`config.mk`:
```
export PLATFORM = sky130hd
export DESIGN_NAME = ext_bus_sequencer_flat
export DESIGN_NICKNAME = d
export VERILOG_FILES = /design/src/rtl/ext_bus_sequencer_if.sv /design/src/rtl/ext_bus_sequencer.sv /design/src/flat_wrapper.sv
export SDC_FILE = /design/constraint.sdc
export NUM_CORES = 1
export LEC_CHECK = 0
export ABC_CLOCK_PERIOD_IN_PS = 1450
export CORE_ASPECT_RATIO = 0.7
export CORE_UTILIZATION = 40
export CTS_CLUSTER_DIAMETER = 80
export DETAILED_ROUTE_END_ITERATION = 7
export HOLD_SLACK_MARGIN = 0.08
export PLACE_DENSITY = 0.74
export SKIP_CTS_REPAIR_TIMING = 1
export SYNTH_ARGS = -nofsm -noshare
export SYNTH_HDL_FRONTEND = slang
export SYNTH_SLANG_ARGS = --single-unit
```
`constraint.sdc`:
```
create_clock -name clk_output -period 1.45 [get_ports clk_output]
set_input_delay 0.29 -clock clk_output [delete_from_list [all_inputs] [get_ports clk_output]]
set_output_delay 0.29 -clock clk_output [all_outputs]
set_load 0.03 [all_outputs]
```
`src/rtl/ext_bus_sequencer_if.sv`:
```
// ext_bus_sequencer_if: core req/done handshake plus external pin bus for one sequenced 6502 access.
// Core side: req, addr, we, wdata in; busy, done, err, rdata out.
// Pin side: pin_addr, pin_phase, pin_data_out, pin_data_oe out; pin_data_in, wait_n in.
interface ext_bus_sequencer_if;
  logic        req;
  logic [15:0] addr;
  logic        we;
  logic [7:0]  wdata;
  logic        busy;
  logic        done;
  logic        err;
  logic [7:0]  rdata;
  logic [7:0]  pin_addr;
  logic [1:0]  pin_phase;
  logic [7:0]  pin_data_out;
  logic [7:0]  pin_data_oe;
  logic [7:0]  pin_data_in;
  logic        wait_n;
  modport master (
    output req, addr, we, wdata, pin_data_in, wait_n,
    input  busy, done, err, rdata, pin_addr, pin_phase, pin_data_out, pin_data_oe
  );
  modport slave (
    input  req, addr, we, wdata, pin_data_in, wait_n,
    output busy, done, err, rdata, pin_addr, pin_phase, pin_data_out, pin_data_oe
  );
endinterface

```
`src/rtl/ext_bus_sequencer.sv`:
```
// ext_bus_sequencer: drives addr-hi, addr-lo, then a wait-stretchable data phase for one core access.
// Ports: clk_output (clock), rst_n (sync active-low reset), bus (ext_bus_sequencer_if.slave).
module ext_bus_sequencer #(
  parameter int MAX_WAIT = 15
) (
  input logic clk_output,
  input logic rst_n,
  ext_bus_sequencer_if.slave bus
);
  // Encoding doubles as the pin_phase value.
  typedef enum logic [1:0] {IDLE = 2'd0, ADDR_HI = 2'd1, ADDR_LO = 2'd2, DATA = 2'd3} state_t;
  state_t      state_q, state_d;
  logic [15:0] addr_q, addr_d;
  logic        we_q, we_d;
  logic [7:0]  wdata_q, wdata_d;
  logic [7:0]  cnt_q, cnt_d;
  logic        done_q, done_d;
  logic        err_q, err_d;
  logic [7:0]  rdata_q, rdata_d;
  logic [7:0]  pin_addr_q, pin_addr_d;
  logic [1:0]  pin_phase_q, pin_phase_d;
  logic [7:0]  pin_data_out_q, pin_data_out_d;
  logic [7:0]  pin_data_oe_q, pin_data_oe_d;
  logic        drive;
  always_comb begin
    state_d = state_q;
    addr_d  = addr_q;
    we_d    = we_q;
    wdata_d = wdata_q;
    cnt_d   = cnt_q;
    done_d  = 1'b0;
    err_d   = 1'b0;
    rdata_d = rdata_q;
    case (state_q)
      IDLE: if (bus.req) begin
        state_d = ADDR_HI;
        addr_d  = bus.addr;
        we_d    = bus.we;
        wdata_d = bus.wdata;
        cnt_d   = 8'd0;
      end
      ADDR_HI: state_d = ADDR_LO;
      ADDR_LO: state_d = DATA;
      DATA: if (bus.wait_n) begin
        state_d = IDLE;
        done_d  = 1'b1;
        rdata_d = we_q ? rdata_q : bus.pin_data_in;
      end else if (cnt_q == 8'(MAX_WAIT - 1)) begin
        state_d = IDLE;
        done_d  = 1'b1;
        err_d   = 1'b1;
        rdata_d = we_q ? rdata_q : 8'hFF;
      end else cnt_d = cnt_q + 8'd1;
    endcase
    // Pins are registered, so they are decoded from the state being entered.
    drive          = (state_d == DATA) && we_d;
    pin_addr_d     = state_d == IDLE ? 8'h00 : state_d == ADDR_HI ? addr_d[15:8] : addr_d[7:0];
    pin_phase_d    = state_d;
    pin_data_oe_d  = drive ? 8'hFF : 8'h00;
    pin_data_out_d = drive ? wdata_d : 8'h00;
  end
  always_ff @(posedge clk_output) begin
    if (!rst_n) begin
      state_q        <= IDLE;
      addr_q         <= 16'h0000;
      we_q           <= 1'b0;
      wdata_q        <= 8'h00;
      cnt_q          <= 8'd0;
      done_q         <= 1'b0;
      err_q          <= 1'b0;
      rdata_q        <= 8'h00;
      pin_addr_q     <= 8'h00;
      pin_phase_q    <= 2'd0;
      pin_data_out_q <= 8'h00;
      pin_data_oe_q  <= 8'h00;
    end else begin
      state_q        <= state_d;
      addr_q         <= addr_d;
      we_q           <= we_d;
      wdata_q        <= wdata_d;
      cnt_q          <= cnt_d;
      done_q         <= done_d;
      err_q          <= err_d;
      rdata_q        <= rdata_d;
      pin_addr_q     <= pin_addr_d;
      pin_phase_q    <= pin_phase_d;
      pin_data_out_q <= pin_data_out_d;
      pin_data_oe_q  <= pin_data_oe_d;
    end
  end
  assign bus.busy         = state_q != IDLE;
  assign bus.done         = done_q;
  assign bus.err          = err_q;
  assign bus.rdata        = rdata_q;
  assign bus.pin_addr     = pin_addr_q;
  assign bus.pin_phase    = pin_phase_q;
  assign bus.pin_data_out = pin_data_out_q;
  assign bus.pin_data_oe  = pin_data_oe_q;
endmodule

```
`src/flat_wrapper.sv`:
```
// flat-port wrapper written by rule: the top's interface ports become plain ports
module ext_bus_sequencer_flat 
#(
  parameter int MAX_WAIT = 15
)
  (clk_output, rst_n, bus_req, bus_addr, bus_we, bus_wdata, bus_pin_data_in, bus_wait_n, bus_busy, bus_done, bus_err, bus_rdata, bus_pin_addr, bus_pin_phase, bus_pin_data_out, bus_pin_data_oe);
  ext_bus_sequencer_if bus_i ();
  input logic clk_output;
  input logic rst_n;
  input wire logic [$bits(bus_i.req)-1:0] bus_req;
  input wire logic [$bits(bus_i.addr)-1:0] bus_addr;
  input wire logic [$bits(bus_i.we)-1:0] bus_we;
  input wire logic [$bits(bus_i.wdata)-1:0] bus_wdata;
  input wire logic [$bits(bus_i.pin_data_in)-1:0] bus_pin_data_in;
  input wire logic [$bits(bus_i.wait_n)-1:0] bus_wait_n;
  output wire logic [$bits(bus_i.busy)-1:0] bus_busy;
  output wire logic [$bits(bus_i.done)-1:0] bus_done;
  output wire logic [$bits(bus_i.err)-1:0] bus_err;
  output wire logic [$bits(bus_i.rdata)-1:0] bus_rdata;
  output wire logic [$bits(bus_i.pin_addr)-1:0] bus_pin_addr;
  output wire logic [$bits(bus_i.pin_phase)-1:0] bus_pin_phase;
  output wire logic [$bits(bus_i.pin_data_out)-1:0] bus_pin_data_out;
  output wire logic [$bits(bus_i.pin_data_oe)-1:0] bus_pin_data_oe;
  assign bus_i.req = bus_req;
  assign bus_i.addr = bus_addr;
  assign bus_i.we = bus_we;
  assign bus_i.wdata = bus_wdata;
  assign bus_i.pin_data_in = bus_pin_data_in;
  assign bus_i.wait_n = bus_wait_n;
  assign bus_busy = bus_i.busy;
  assign bus_done = bus_i.done;
  assign bus_err = bus_i.err;
  assign bus_rdata = bus_i.rdata;
  assign bus_pin_addr = bus_i.pin_addr;
  assign bus_pin_phase = bus_i.pin_phase;
  assign bus_pin_data_out = bus_i.pin_data_out;
  assign bus_pin_data_oe = bus_i.pin_data_oe;
  ext_bus_sequencer #(.MAX_WAIT(MAX_WAIT)) u_core (.clk_output(clk_output), .rst_n(rst_n), .bus(bus_i));
endmodule
```
==> flow_metrics.py, run 1 <==
metrics = {
    "run_status": {
        "outcome": "complete, but fails checks",
        "violations": "setup timing",
    },
    "cells_and_area": {
        "drive_gt1_share_pct": 22.6,
        "syn2layout_area_growth_pct": 58.1,
        "fin_nets": 383,
        "diodes": 0,
        "finalNonFillerCells": 417,
    },
    "detailed_routing": {
        "drc": 0,
        "firstDrtPassIters": 5,
        "drtIter0Drc": 146,
        "drt-wirelength-per-cell_um": 14.4,
        "antenna_left": 0,
        "routed_wl_mm": 6.00,
        "vias_per_cell": 5.14,
        "vias": 2144,
    },
    "grt": {
        "antenna_found_initial": 0,
        "grt_pass1_vias": 1929,
        "grt_pass1_wl_mm": 8.74,
        "grt_overflow": 0,
        "grt_max_degree": 21,
        "track_usage_pct": 18.8,
    },
    "clock_tree": {
        "cts_sinks": 54,
        "cts_buffers": 5,
        "htreeDepth": 2,
        "clkTransAtPathRegs_ps": 90,
        "root_buffer": "clkbuf_8",
        "clock_path_buffers": 2,
        "cts_tree": "yes",
        "clk_latency_ps": 310,
    },
    "place": {
        "placed_cells": 396,
        "port_buffers": 73,
        "place.gp.congestion": 0.798,
        "dp_hpwl_mm": 3.80,
    },
    "synth": {
        "ys_async_sr_fraction_pct": 0,
        "netlist_area_um2": 2220,
        "yosysSeqAreaShare_pct": 48.7,
        "ys_warn_count": 0,
        "synth-edff-count": 0,
        "synth_nets": 292,
        "postSynthCellCount": 253,
        "yosys.cell_types.count": 37,
        "avgSynthCellArea_um2": 8.77,
        "synthFlopType": "dfxtp_1",
        "yosys_register_bits": 54,
    },
    "die": {
        "die_area_um2": 5850,
        "dieHeight_um": 64.3,
        "pin_count": 74,
        "dieWidth_um": 91.0,
        "initial_utilization_pct": 42.0,
        "rows": 22,
        "core_area_um2": 5290,
    },
    "setup_path": {
        "r2r-end": "u_core.bus.pin_data_out[6]",
        "worstRegToRegCells": 5,
        "critPathCaptureType": "primary output",
        "timing_worst_setup_path_type": "reg -> out",
        "worstPathRequired_ps": 1160,
        "startpoint_type": "flip-flop",
        "worstReg2RegStart": "u_core.state_q[0]",
        "worstPathMaxFanout": 7,
        "cp-endpoint": "bus_busy",
        "crit_start": "u_core.state_q[0]",
        "cp.arrival_ps": 1210,
        "regToRegSetupSlack_ps": -40,
    },
    "power": {
        "power.internal_mw": 2.24,
        "power_switching_mw": 0.835,
        "p_clk_share_pct": 29.1,
        "ir_drop_mv": 0.523,
        "cellPowerDensity_nw_per_um2": 878,
        "swShare_pct": 27.1,
        "seqPwrFrac_pct": 51.2,
        "p_comb_share_pct": 19.7,
        "p_leak_nw": 1.89,
    },
    "timing": {
        "fmaxAchievable_mhz": 668,
        "min_period_ps": 1500,
        "finClkSkew_ps": 9.14,
        "tightest_slew_ps": 349,
        "max_slew_margin_pct": 76.6,
        "layout_setup_ws_ps": -46.6,
        "finalSetupTns_ps": -170,
        "slew_viol_final": 0,
        "post-route-period-util_pct": 103,
        "finalSetupViolations": 6,
        "rsz0062_at_grt": "yes",
        "finalHoldViolations": 0,
    },
    "flow_run": {
        "max-cap-violations": 0,
    },
    "hold_path": {
        "min_path_type": "in -> reg",
    },
}
==> logic make-up (layout without fill, tap and decap cells) <==
family | Yosys count | in the layout | share of synthesized area, %
buffers and inverters | 37 | 127 | 8.97
DFF | 54 | 54 | 48.7
adders and majority gates | 2 | 2 | 1.13
AOI/OAI and AO/OA | 67 | 67 | 18.6
muxes | 5 | 6 | 2.48
and+or+nand+nor | 88 | 89 | 20.1
==> power by group through the flow <==
stage	clock network [mW]	logic, mW	registers (mW)
CTS	0.922	0.524	1.58
floorplan	0	0.243	1.65
global route	0.971	0.651	1.58
global placement	0	0.514	1.61
finish	0.897	0.607	1.58
detailed placement	0	0.522	1.61
==> cells in the mapped netlist, types with 2 or more instances <==
cell type   n  area, um^2
a211oi_1    7        52.6
a21oi_1    24         120
a221oi_1    3        26.3
and3_1      2        12.5
and4b_1     2        20.0
buf_2       6        30.0
buf_4       8        60.1
buf_6       3        33.8
clkbuf_1    7        26.3
dfxtp_1    54        1080
ha_1        2        25.0
inv_1      12        45.0
mux2i_1     4        40.0
nand2_1    50         188
nand2b_1    2        12.5
nand3_1     9        45.0
nor3_1      9        45.0
o211ai_1    9        67.6
o21ai_0    17        85.1
o31ai_1     3        22.5
or3_1       2        12.5
or4_1       3        22.5
==> state kept, by name, summed over array words and instances, names as in the netlist <==
signal / flops
u_core.bus.pin_data_out: 8
u_core.bus.rdata: 8
u_core.bus.pin_data_oe: 1
u_core.we_q: 1
u_core.bus.pin_addr: 8
u_core.wdata_q: 8
u_core.addr_q: 8
u_core.bus.err: 1
u_core.cnt_q: 8
u_core.state_q: 2
u_core.bus.done: 1
==> layout by cell type (no fill, tap or decap), types with 8 or more instances in the layout <==
cell type / synthesis / routed
nand2_1: 50 / 49
dfxtp_1: 54 / 49
dlymetal6s2s_1: 0 / 36
clkdlybuf4s50_1: 0 / 35
buf_4: 8 / 27
a21oi_1: 24 / 22
o21ai_0: 17 / 17
inv_1: 12 / 10
nand3_1: 9 / 9
o211ai_1: 9 / 9
nor3_2: 1 / 8
==> per-layer routing <==
layer	vias to the layer above	wire length (um)	track usage (%)
met5	-	0	0
met3	5	377	4.17
met1	1007	2640	24.4
li1	1059	-	-
met4	0	38	4.96
met2	73	2940	31.7
==> worst min path at each step <==
stage | from | end | slack, ps | cells after the start
final | bus_req | u_core.state_q[0] | 440 | 4
after global routing | bus_req | u_core.state_q[0] | 440 | 4
after CTS | u_core.wdata_q[1] | u_core.bus.pin_data_out[1] | 440 | 2
after detailed placement | u_core.wdata_q[1] | u_core.bus.pin_data_out[1] | 430 | 2
after global placement | u_core.wdata_q[4] | u_core.bus.pin_data_out[4] | 420 | 2
after floorplan | u_core.wdata_q[0] | u_core.bus.pin_data_out[0] | 420 | 2
==> layout make-up <==
cell class,instances,area [um^2]
fillers,417,1780
flip-flops and latches,54,1090
multi-input cells,164,1070
well taps,72,90.1
clock buffers,6,82.6
clock inverters,2,16.3
inverters,12,45.0
repair buffers,107,1120
==> critical path, stage by stage, from the launching register on <==
cell	delay (ps)
dfxtp_4	380
or2_4	260
buf_6	130
buf_12	130
==> stage by stage <==
step	power, mW	area [um^2]	setup slack (ps)	util (%)	hold slack [ps]
4_1_cts	3.03	3190	-330	60.3	443
3_3_place_gp	2.13	3090	-223	58.4	421
6_report	3.08	3510	-46.6	66.4	440
5_1_grt	3.21	3510	-76.5	66.4	441
2_1_floorplan	1.89	2250	3.06	-	416
3_5_place_dp	2.14	3090	-253	58.4	429
No activity file was read; power rests on OpenSTA's default activity.
==> run 2, diff against run 1 <==
--- a/constraint.sdc
+++ b/constraint.sdc
@@ -3,2 +3,2 @@
 set_output_delay 0.29 -clock clk_output [all_outputs]
-set_load 0.03 [all_outputs]
+set_load 0.02 [all_outputs]
==> flow_metrics.py, run 2 (same netlist as run 1, synthesis figures left out) <==
metrics = {
    "run_status": {
        "outcome": "finished, final reports clean",
    },
    "grt": {
        "track_usage_pct": 18.4,
        "antenna_found_initial": 0,
        "grt_pass1_vias": 1811,
        "grt_overflow": 0,
        "grt_pass1_wl_mm": 8.52,
        "grt_max_degree": 19,
    },
    "setup_path": {
        "startpoint_type": "flip-flop",
        "cp_num_buf_inv": 1,
        "crit_path_top_delay_cell": "dfxtp_2",
        "critical_path.top_delay_family": "flip-flops",
        "worstPathRequired_ps": 1680,
        "cp.arrival_ps": 1660,
        "timing_worst_setup_path_type": "reg -> reg",
        "max_stage_delay_ps": 350,
        "critPathCaptureType": "flip-flop",
        "cp_cell_sequence": "inv_2 -> ha_4 -> and4b_2 -> a21oi_1 -> mux2i_1",
        "worstPathMaxFanout": 4,
    },
    "clock_tree": {
        "cts_sinks": 54,
        "clk_latency_ps": 310,
        "cts_buffers": 5,
        "clock_path_buffers": 2,
        "root_buffer": "clkbuf_8",
        "htreeDepth": 2,
        "cts_tree": "yes",
        "clkTransAtPathRegs_ps": 90,
    },
    "detailed_routing": {
        "vias_per_cell": 5.06,
        "wl_met1_mm": 2.57,
        "antenna_left": 0,
        "routed_wl_mm": 5.49,
        "firstDrtPassIters": 4,
        "vias": 2091,
        "routed.top_layer": "met4",
        "drc": 0,
        "met2_length_mm": 2.54,
        "drt-wirelength-per-cell_um": 13.3,
        "route.met3.wl_um": 298,
        "drtIter0Drc": 77,
    },
    "place": {
        "dp_hpwl_mm": 3.68,
        "place_area_um2": 3080,
        "place.gp.congestion": 0.779,
        "port_buffers": 73,
        "place_ws_ps": -357,
    },
    "cells_and_area": {
        "drive_gt1_share_pct": 20.2,
        "layout_commonest_cell": "dfxtp_1",
        "syn2layout_area_growth_pct": 55.3,
        "diodes": 0,
        "fillers": 450,
        "multi_input_area_um2": 1050,
        "regArea_um2": 1090,
        "final_cell_mix": "dfxtp_1 (50), nand2_1 (49), dlymetal6s2s_1 (37)",
        "fin_nets": 380,
        "finalInstanceArea_um2": 3450,
    },
    "die": {
        "dieWidth_um": 91.0,
        "pin_count": 74,
        "core_area_um2": 5290,
        "dieHeight_um": 64.3,
        "die_area_um2": 5850,
        "initial_utilization_pct": 42.0,
        "rows": 22,
    },
    "timing": {
        "finClkSkew_ps": 6.63,
        "finalSetupTns_ps": 0,
        "layout_setup_ws_ps": 23.9,
        "whs_ps": 321,
        "post-route-period-util_pct": 98.3,
        "fmaxAchievable_mhz": 701,
        "max_slew_margin_pct": 78.9,
        "tightest_slew_ps": 317,
        "min_period_ps": 1430,
        "rsz0062_at_grt": "yes",
        "slew_viol_final": 0,
        "finalHoldViolations": 0,
        "finalSetupViolations": 0,
    },
    "power": {
        "total_power_mw": 3.08,
        "p_comb_share_pct": 17.1,
        "power_switching_mw": 0.759,
        "power.internal_mw": 2.32,
        "p_leak_nw": 1.87,
        "ir_drop_mv": 0.541,
        "swShare_pct": 24.6,
        "seqPwrFrac_pct": 50.8,
        "p_clk_share_pct": 32.1,
        "cellPowerDensity_nw_per_um2": 894,
    },
    "flow_run": {
        "max-cap-violations": 0,
    },
    "hold_path": {
        "min_path_type": "in -> reg",
    },
}
## run 2: power by group through the flow
stage          clock network (mW)  registers, mW  logic, mW
4_1_cts                      1.01           1.56      0.490
5_1_grt                      1.07           1.57      0.570
3_3_place_gp                    0           1.60      0.483
6_report                    0.990           1.56      0.527
2_1_floorplan                   0           1.63      0.234
3_5_place_dp                    0           1.60      0.488
## run 2: metal layers
layer,global-route usage [%],vias up
met1,24.5,971
met2,28.7,62
met4,7.54,0
li1,-,1050
met5,0,-
met3,4.52,8
## run 2: worst min-delay path: cells and delay by family
kind	cells	cell delay, ps
and+or+nand+nor	1	90
buffers and inverters	1	160
AOI/OAI and AO/OA	1	60
## run 2: layout make-up
class                      instances  share of cell area (%)
clock buffer                       5                    2.00
multi-input combinational        163                    30.4
sequential                        54                    31.5
tap                               72                    2.61
timing repair buffer             105                    31.0
clock inverter                     2                    1.13
inverter                          12                    1.31
## run 2: metrics by stage
| step | utilization, % | std cells |
|---|---|---|
| finish | 65.2 | 413 |
| global route | 65.2 | 413 |
| CTS | 60.3 | 405 |
| detailed placement | 58.2 | 398 |
| global placement | 58.2 | 398 |
| floorplan | - | 253 |
## run 2: final timing paths
kind | end | depth (start not counted) | slack, ps | startpoint
worst max-delay path | u_core.cnt_q[1] | 5 | 20 | u_core.cnt_q[0]
worst min-delay path | u_core.state_q[0] | 3 | 320 | bus_req
worst max register to register | u_core.cnt_q[1] | 5 | 20 | u_core.cnt_q[0]
worst min register to register | u_core.bus.pin_data_out[4] | 2 | 440 | u_core.wdata_q[4]
